$ cat config.mk
export PLATFORM = sky130hd
export DESIGN_NAME = gcd_controller
export DESIGN_NICKNAME = d
export VERILOG_FILES = /design/src/rtl/gcd_controller.sv
export SDC_FILE = /design/constraint.sdc
export NUM_CORES = 1
export LEC_CHECK = 0
export BUFFER_PORTS_ARGS = -buffer_cell sky130_fd_sc_hd__buf_2
export CORE_ASPECT_RATIO = 0.75
export CORE_UTILIZATION = 40
export CTS_CLUSTER_SIZE = 30
export DETAILED_ROUTE_END_ITERATION = 6
export GPL_ROUTABILITY_DRIVEN = 0
export PLACE_DENSITY = 0.69
export RECOVER_POWER = 100
export SYNTH_ARGS = -nofsm -noshare
export SYNTH_HDL_FRONTEND = slang
export SYNTH_SLANG_ARGS = --single-unit
$ cat constraint.sdc
create_clock -name clk -period 1.67 [get_ports clk]
set_input_delay 0.0835 -clock clk [delete_from_list [all_inputs] [get_ports clk]]
set_output_delay 0.0835 -clock clk [all_outputs]
set_load 0.02 [all_outputs]
$ cat src/rtl/gcd_controller.sv
// Control FSM for the repeated-subtraction GCD datapath: drives the load/select
// strobes, runs the go/done handshake, and aborts with err after MAX_ITER subtractions.
module gcd_controller #(
  parameter int unsigned ITER_W   = 8,
  parameter int unsigned MAX_ITER = 255
) (
  input  logic              clk,
  input  logic              reset,
  input  logic              go,
  input  logic              x_lt_y,
  input  logic              x_neq_y,
  output logic              x_ld,
  output logic              y_ld,
  output logic              x_sel,
  output logic              y_sel,
  output logic              d_o_ld,
  output logic              enable,
  output logic              done,
  output logic              err,
  output logic [ITER_W-1:0] iter_cnt
);

  typedef enum logic [2:0] {
    S_IDLE = 3'd0,
    S_LOAD = 3'd1,
    S_CMP  = 3'd2,
    S_SUBX = 3'd3,
    S_SUBY = 3'd4,
    S_OUT  = 3'd5,
    S_DONE = 3'd6,
    S_ERR  = 3'd7
  } state_t;

  state_t            state, state_nxt;
  logic [ITER_W-1:0] iter_nxt;

  always_ff @(posedge clk or negedge reset) begin
    if (!reset) begin
      state    <= S_IDLE;
      iter_cnt <= '0;
    end else begin
      state    <= state_nxt;
      iter_cnt <= iter_nxt;
    end
  end

  // Limit test sits ahead of the subtract choice so a zero operand ends in ERR.
  always_comb begin
    state_nxt = state;
    iter_nxt  = iter_cnt;
    case (state)
      S_IDLE: if (go) state_nxt = S_LOAD;
      S_LOAD: begin
        iter_nxt  = '0;
        state_nxt = S_CMP;
      end
      S_CMP: begin
        if (!x_neq_y)                           state_nxt = S_OUT;
        else if (iter_cnt == ITER_W'(MAX_ITER)) state_nxt = S_ERR;
        else if (x_lt_y)                        state_nxt = S_SUBY;
        else                                    state_nxt = S_SUBX;
      end
      S_SUBX, S_SUBY: begin
        iter_nxt  = iter_cnt + 1'b1;
        state_nxt = S_CMP;
      end
      S_OUT:         state_nxt = S_DONE;
      S_DONE, S_ERR: if (!go) state_nxt = S_IDLE;
      default:       state_nxt = S_IDLE;
    endcase
  end

  always_comb begin
    x_ld   = 1'b0;
    y_ld   = 1'b0;
    x_sel  = 1'b0;
    y_sel  = 1'b0;
    d_o_ld = 1'b0;
    enable = 1'b0;
    done   = 1'b0;
    err    = 1'b0;
    case (state)
      S_LOAD: begin
        x_ld = 1'b1;
        y_ld = 1'b1;
      end
      S_SUBX: begin
        x_ld  = 1'b1;
        x_sel = 1'b1;
      end
      S_SUBY: begin
        y_ld  = 1'b1;
        y_sel = 1'b1;
      end
      S_OUT: d_o_ld = 1'b1;
      S_DONE: begin
        done   = 1'b1;
        enable = 1'b1;
      end
      S_ERR: begin
        done = 1'b1;
        err  = 1'b1;
      end
      default: ;
    endcase
  end

endmodule

* Word level (Yosys, flattened, before mapping) *
Cells that the tools add are included.

storage, ports and cells
  register bits after elaboration = 11
  bits of input ports = 5
  output and inout port bits = 16
  word-level logic and storage cells = 36

operators by class
  add/sub/neg operators = 1
  equal/unequal tests = 10
  multiplexer cells = 15
  reductions and logical operators = 8

operators with widths
  cell                 number
  $pmux 8 s2           1
  $mux 3               5
  $pmux 3 s5           1
  $eq 3x3->1 const B   4
  $add 8x1->8 const B  1
  $eq 8x8->1 const B   1
  $mux 1               8
  $reduce_or 2->1      4
  $eq 3x2->1 const B   2
  $ne 2x2->1 const B   2
  $eq 3x1->1 const B   1
  $logic_not 3->1      1
  $reduce_or 3->1      1
  $reduce_and 2->1     1
  $reduce_bool 2->1    1

* Logic depth before layout (Yosys ltp) *
Gate-level depths: netlist of the first run.

  depth after elaboration = 4
  mapped depth = 5
  mapped depth without buffers = 4

* Worst setup path before layout of the first run *
OpenSTA, ideal clock, no wires.

  path type = register to register
  start = register iter_cnt[0]
  end = register iter_cnt[6]
  setup time = 0.087 ns
  arrival time = 1.490 ns
  data required time = 1.583 ns
  path slack = 0.093 ns
  stages on the path, launching flop included = 6
  path buffers = 1
  period minus slack after synthesis = 1.577 ns
  cells stage by stage = dfrtp_1 -> ha_1 -> and4_4 -> buf_6 -> a41o_1 -> a211oi_2

between the ends
  cells in the longest elaborated chain, start to end = 2

RTL lines
  item                    line  RTL
  start, declared         20    output logic [ITER_W-1:0] iter_cnt
  start signal, assigned  43    iter_cnt <= iter_nxt;
  $add 8x1->8             64    iter_nxt = iter_cnt + 1'b1;
  $pmux 8 s2              51    case (state)

Every way passes these cells.
A chain may end at the register's enable or synchronous reset.

* Worst setup path in the final report of the first run *
  start = register state[2]
  end = output x_ld

between the ends
  cells in the longest elaborated chain, start to end = 3
  elaborated cells on any way between the ends = 4
  those cells by class = eq/ne (2); mux (1); reduce/logical (1)

RTL lines
  item                                      line  RTL
  start, declared                           34    state_t state, state_nxt;
  start signal, assigned                    42    state <= state_nxt;
  $eq 3x2->1 or $eq 3x1->1 (tied branches)  82    case (state)
  $reduce_or 2->1 (no line) (*)             --
  $mux 1 (*)                                82
  end, declared                             12    output logic x_ld,

Every way passes the cells marked *; elsewhere a longest branch is shown, timed or not.

==> out/qor.txt, run 1 <==
Tcrit/Tclk final: 95.0%
Synth warnings: 0
WP data required: 1.59 ns
Crit. End Element: output port
Wire per inst: 14.7 µm
Total congestion overflow: 0
Final worst slack: 0.0839 ns
Setup TNS: 0 ns
Critical Path Start: state[2]
Clock latency on the worst-skew pair: 0.28 ns
Final antenna-violating net count: 0
Synthesized area: 812 µm²
Fraction of registers with async set or reset after synthesis: 100%
Final Max Tran Viols: 0
Antenna Cells: 0
Sequential share of the synthesized area: 33.9%
Die Y: 41.0 µm
DR pass1 iterations: 4
R2R depth: 3
H-tree Lvls: 1
Worst Skew: 0.00682 ns
Layout cells sized above 1: 24.3%
Syn Area/Cell: 9.44 µm²
Leading area contributor after synthesis: dfrtp_1
Pin count of the biggest net entering global routing: 14
Ranking of synthesized cells by area: dfrtp_1, and3_1, a21oi_1, a31oi_1, buf_6
R2r startpoint: state[2]
DR iter-0 viols: 12
Pleak: 0.444 nW
First-pass GRT wire length: 2900 µm
Max Freq: 0.630 GHz
PD cells: 1760 nW/µm²
DP Worst Slack: 0.157 ns
Initial Util: 44.6%
PortBufs: 20
Startpoint Class: flip-flop
DRC: 0
Via-to-Cell Ratio: 5.92
Setup CP Type: flip-flop to output port
RSZ-0062 raised after global routing: no
CP Data Arrival Time: 1.50 ns
Top_reg_cell synth: dfrtp_1
Reg2reg end: iter_cnt[2]
Core Area: 1820 µm²
Cell count after synthesis: 86
Worst path cell trace: or2b_1, inv_2, clkbuf_2
Most frequent cells in the layout: clkbuf_1, dfrtp_1, a21oi_1, clkbuf_2
Clock Sinks: 11
Worst min-delay path category: input port to flip-flop
Setup violators final: 0
All-Layer GR Usage: 19.8%
Status: completed
CP max FO: 12
CP Capture Point: x_ld
Post-Route WL: 1890 µm
Worst VDD drop: 0.959 mV
Syn Nets: 92
Slowest cell on the critical path: dfrtp_1
Hold path depth: 2
Die area: 2220 µm²
Post-CTS Setup Repair Bufs: 0
Netlist cell types: 44
Actual slew at the worst max-slew pin: 0.629 ns
Die W: 54.0 µm
Longest Clk Path Bufs: 2
Number of synthesized flops with an enable pin: 0
Post-synth top area share: 33.9%
Final min period: 1.59 ns
Clock-pin slew on the worst setup and hold paths: 0.07 ns
Fill count: 179
# IOs: 21
HPWL Detailed: 1340 µm
Area delta synth->final: 15.3%
Max cap viols: 0
Yosys reg bits: 11
Initial antenna violation count: 0
Slew margin rel.: 58.1%
Num rows: 13
Total CTS buffers: 3
Via Count: 764
Hold Violations, Final: 0
Clock root buffer: clkbuf_4
CTS tree: done
Crit-path max cell delay: 0.52 ns
Vias in the first global route: 587
Final-stage net count: 114
R2R Setup Slk: 0.13 ns
==> cell type report <==
cell class,instances,area (µm²),share of cell area (%)
Sequential cell,11,277,29.5
Tap cell,22,27.5,2.94
Clock buffer,4,26.3,2.81
Timing Repair Buffer,23,114,12.2
Multi-Input combinational cell,63,469,50.1
Inverter,6,22.5,2.41
==> per-layer routing <==
layer / wire length (µm) / vias up / global-route usage [%]
met3: 85 / 0 / 7.78
met4: 0 / 0 / 3.85
met2: 805 / 20 / 28.7
li1: - / 380 / -
met1: 1000 / 364 / 27.8
met5: 0 / - / 0
==> worst min-delay path by stage <==
stage / startpoint / to / slack [ns]
after CTS: go / state[0] / 0.05
after detailed placement: reset / iter_cnt[2] / -0.03
after floorplan: reset / iter_cnt[0] / -0.21
after global routing: go / state[0] / 0.07
after global placement: reset / iter_cnt[3] / -0.03
final: go / state[0] / 0.06
==> where the power goes <==
group          switching [mW]  total [mW]  internal [mW]
Combinational           0.553       0.910          0.356
Sequential              0.194       0.548          0.354
Clock                   0.100       0.193         0.0927
Total                   0.848        1.65          0.803
==> kinds of logic after synthesis <==
logic type	Yosys count	share of synthesized area, %
simple gates	30	24.8
fa+ha+maj	1	1.54
buf+inv	12	8.32
flops	11	33.9
xor+xnor	1	1.08
mux	3	3.85
compound gates	28	26.5
==> registers in the layout (all words and copies together) (netlist names) <==
signal,count
state,3
iter_cnt,8
==> critical path, delay by kind of cell, from the launching register on <==
kind,cells,cell delay (ns)
buffers and inverters,2,0.35
flip-flops,1,0.52
AND/OR/NAND/NOR,1,0.36
==> Yosys cell counts (2+ instances only) <==
| master | count |
|---|---|
| o31ai_1 | 2 |
| and2_1 | 2 |
| nor2_1 | 4 |
| dfrtp_1 | 11 |
| mux2i_1 | 2 |
| buf_6 | 2 |
| a211oi_1 | 2 |
| buf_2 | 2 |
| a21oi_1 | 6 |
| and3_1 | 5 |
| inv_2 | 2 |
| nand4_1 | 3 |
| nand2_1 | 3 |
| inv_1 | 4 |
| a31oi_1 | 4 |
| a41o_1 | 2 |
| a311oi_1 | 2 |
| a41oi_1 | 2 |
==> metrics by stage <==
step,power (mW),hold slack (ns),area (µm²),instances,utilization (%)
floorplan,1.23,-0.212,812,86,-
global placement,1.44,-0.0313,910,124,49.9
detailed placement,1.46,-0.0286,910,124,49.9
CTS,1.66,0.0544,946,129,51.9
global route,1.79,0.0665,936,129,51.4
finish,1.65,0.0598,936,129,51.4
==> repair_timing <==
action | 4_1_cts | 5_1_grt
hold buffers | 1 | 0
gates resized for setup | 0 | 1
setup endpoints to repair | 0 | 2
hold endpoints to repair | 11 | 0
(Power assumes the default switching activity.)
==> run 2, diff against run 1 <==
--- a/config.mk
+++ b/config.mk
@@ -6,12 +6,11 @@
 export NUM_CORES = 1
 export LEC_CHECK = 0
 export BUFFER_PORTS_ARGS = -buffer_cell sky130_fd_sc_hd__buf_2
-export CORE_ASPECT_RATIO = 0.75
-export CORE_UTILIZATION = 40
+export CORE_UTILIZATION = 55
 export CTS_CLUSTER_SIZE = 30
 export DETAILED_ROUTE_END_ITERATION = 6
 export GPL_ROUTABILITY_DRIVEN = 0
-export PLACE_DENSITY = 0.69
+export PLACE_DENSITY = 0.89
 export RECOVER_POWER = 100
 export SYNTH_ARGS = -nofsm -noshare
 export SYNTH_HDL_FRONTEND = slang
==> constraint.sdc (replaced) <==
create_clock -name clk -period 1.9 [get_ports clk]
set_input_delay 0.095 -clock clk [delete_from_list [all_inputs] [get_ports clk]]
set_output_delay 0.095 -clock clk [all_outputs]
set_load 0.02 [all_outputs]
==> run 2 against run 1 <==
Compared with the run above:
- clock skew decreased by 0.0016 ns
- setup slack improved by 0.14 ns
- worst hold slack got worse by 0.0037 ns
- clock power decreased by 14%
- non-clock buffer count decreased by 2
- critical endpoint is now y_ld
- largest cell class unchanged
- largest power group unchanged
==> out/qor.txt, run 2 (synthesis results as in run 1) <==
Vias in the first global route: 682 (was 587)
Post-Route WL: 1870 µm (was 1890 µm)
CP Data Arrival Time: 1.58 ns (was 1.50 ns)
Antenna Cells: 0 (unchanged)
Crit-path max cell delay: 0.53 ns (was 0.52 ns)
RSZ-0062 raised after global routing: no (unchanged)
PortBufs: 20 (unchanged)
Setup violators final: 0 (unchanged)
PD cells: 1550 nW/µm² (was 1760 nW/µm²)
Status: completed (unchanged)
Fill count: 123 (was 179)
Met2 usage: 43.3% (was 28.7%)
Total CTS buffers: 3 (unchanged)
Startpoint Class: flip-flop (unchanged)
Placed cell count: 115 (was 124)
GR Util met3: 5.00% (was 7.78%)
Total congestion overflow: 0 (unchanged)
CP Buf/Inv Count: 1 (was 2)
Slew margin rel.: 60.3% (was 58.1%)
Worst min-delay path category: input port to flip-flop (unchanged)
End-of-flow core utilization: 67.1% (was 51.4%)
GR met1 Demand/Resource: 37.0% (was 27.8%)
Design area: 895 µm² (was 936 µm²)
H-tree Lvls: 1 (unchanged)
Max Freq: 0.597 GHz
DR iter-0 viols: 34 (was 12)
Final min period: 1.68 ns
Pin count of the biggest net entering global routing: 16 (was 14)
Clock root buffer: clkbuf_4 (unchanged)
DRC: 0 (unchanged)
Clock latency on the worst-skew pair: 0.28 ns (about the same)
Initial antenna violation count: 0 (unchanged)
Tot Pwr: 1.39 mW (was 1.65 mW)
All-Layer GR Usage: 27.4% (was 19.8%)
Die Y: 40.4 µm (was 41.0 µm)
Via Count: 790 (was 764)
Clock-pin slew on the worst setup and hold paths: 0.07 ns (about the same)
Via-to-Cell Ratio: 6.58 (was 5.92)
Setup TNS: 0 ns (unchanged)
DR pass1 iterations: 4 (unchanged)
Final antenna-violating net count: 0 (unchanged)
Tcrit/Tclk final: 88.2%
Actual slew at the worst max-slew pin: 0.595 ns (was 0.629 ns)
Layout cells sized above 1: 14.3% (was 24.3%)
Worst path cell trace: or2b_1, a21oi_1, clkbuf_1 (was or2b_1, inv_2, clkbuf_2)
Biggest register: iter_cnt (unchanged)
# IOs: 21 (unchanged)
Most common cell after layout, fill and taps aside: clkbuf_1
Max reg flops: 8 (unchanged)
Final Max Tran Viols: 0 (unchanged)
Area delta synth->final: 10.2% (was 15.3%)
Largest registers: iter_cnt x8, state x3 (unchanged)
Final-stage net count: 112 (was 114)
Num rows: 13 (unchanged)
Wire per inst: 15.6 µm (was 14.7 µm)
Core Area: 1330 µm² (was 1820 µm²)
Hold Violations, Final: 0 (unchanged)
Die W: 40.4 µm (was 54.0 µm)
Placement-stage cell area: 886 µm² (was 910 µm²)
Most frequent cells in the layout: clkbuf_1, dfrtp_1, a21oi_1 (was clkbuf_1, dfrtp_1, a21oi_1, clkbuf_2)
WP data required: 1.80 ns (was 1.59 ns)
HPWL Detailed: 1250 µm (was 1340 µm)
Worst Skew: 0.00519 ns (was 0.00682 ns)
Crit-path leading delay family: flip-flops (unchanged)
First-pass GRT wire length: 3040 µm (was 2900 µm)
Worst VDD drop: 1.07 mV (was 0.959 mV)
Longest Clk Path Bufs: 2 (unchanged)
Setup CP Type: flip-flop to output port (unchanged)
Initial Util: 60.9% (was 44.6%)
Crit. End Element: output port (unchanged)
Fin cells: 120 (was 129)
CTS tree: done (unchanged)
Pleak: 0.413 nW (was 0.444 nW)
Grt peak-use layer: met2 (unchanged)
Slowest cell on the critical path: dfrtp_1 (unchanged)
CP max FO: 15 (was 12)
Die area: 1630 µm² (was 2220 µm²)
Max cap viols: 0 (unchanged)
Clock Sinks: 11 (unchanged)
## run 2: worst reg2reg max path: stages, from the launching register on
cell and delay, ns:
dfrtp_1 0.48, ha_1 0.30, and4_1 0.30, a41o_1 0.29, a211oi_2 0.21
## run 2: layout make-up
cell class / count / area [µm²] / share of cell area [%]
multi-input cells: 63 / 460 / 51.5
flip-flops and latches: 11 / 275 / 30.8
repair buffers: 21 / 91.3 / 10.2
clock buffers: 4 / 26.3 / 2.94
inverters: 6 / 22.5 / 2.52
well taps: 15 / 18.8 / 2.10
## run 2: worst paths after layout
path / from / endpoint / slack (ns) / cells after the start
max reg2reg: iter_cnt[0] / iter_cnt[6] / 0.23 / 4
max: state[2] / y_ld / 0.22 / 3
min: go / state[0] / 0.06 / 2
min in group asynchronous: reset / iter_cnt[0] / 0.32 / 2
min reg2reg: iter_cnt[2] / iter_cnt[2] / 0.66 / 1
max in group asynchronous: reset / iter_cnt[7] / 1.19 / 2
## run 2: what timing repair did
item                                   CTS  global route
hold buffers                             1             0
gates resized for setup                  0             0
buffers inserted                         0             0
endpoints found under the hold margin   11             0
## run 2: report_power, final
part	internal (mW)	switching, mW	total (mW)
sequential	0.308	0.194	0.502
clock	0.0816	0.0842	0.166
combinational	0.269	0.452	0.721
## run 2: layer usage
layer | wire length [µm] | vias up
met2 | 902 | 38
met5 | 0 | -
met1 | 825 | 377
li1 | - | 373
met3 | 124 | 2
met4 | 18 | 0
## run 2: through the flow
stage	setup WS [ns]	hold WS, ns
after floorplan	0.323	-0.201
after global placement	0.442	-0.0194
after detailed placement	0.385	-0.0200
after CTS	0.298	0.0576
after global routing	0.120	0.0712
final	0.225	0.0561
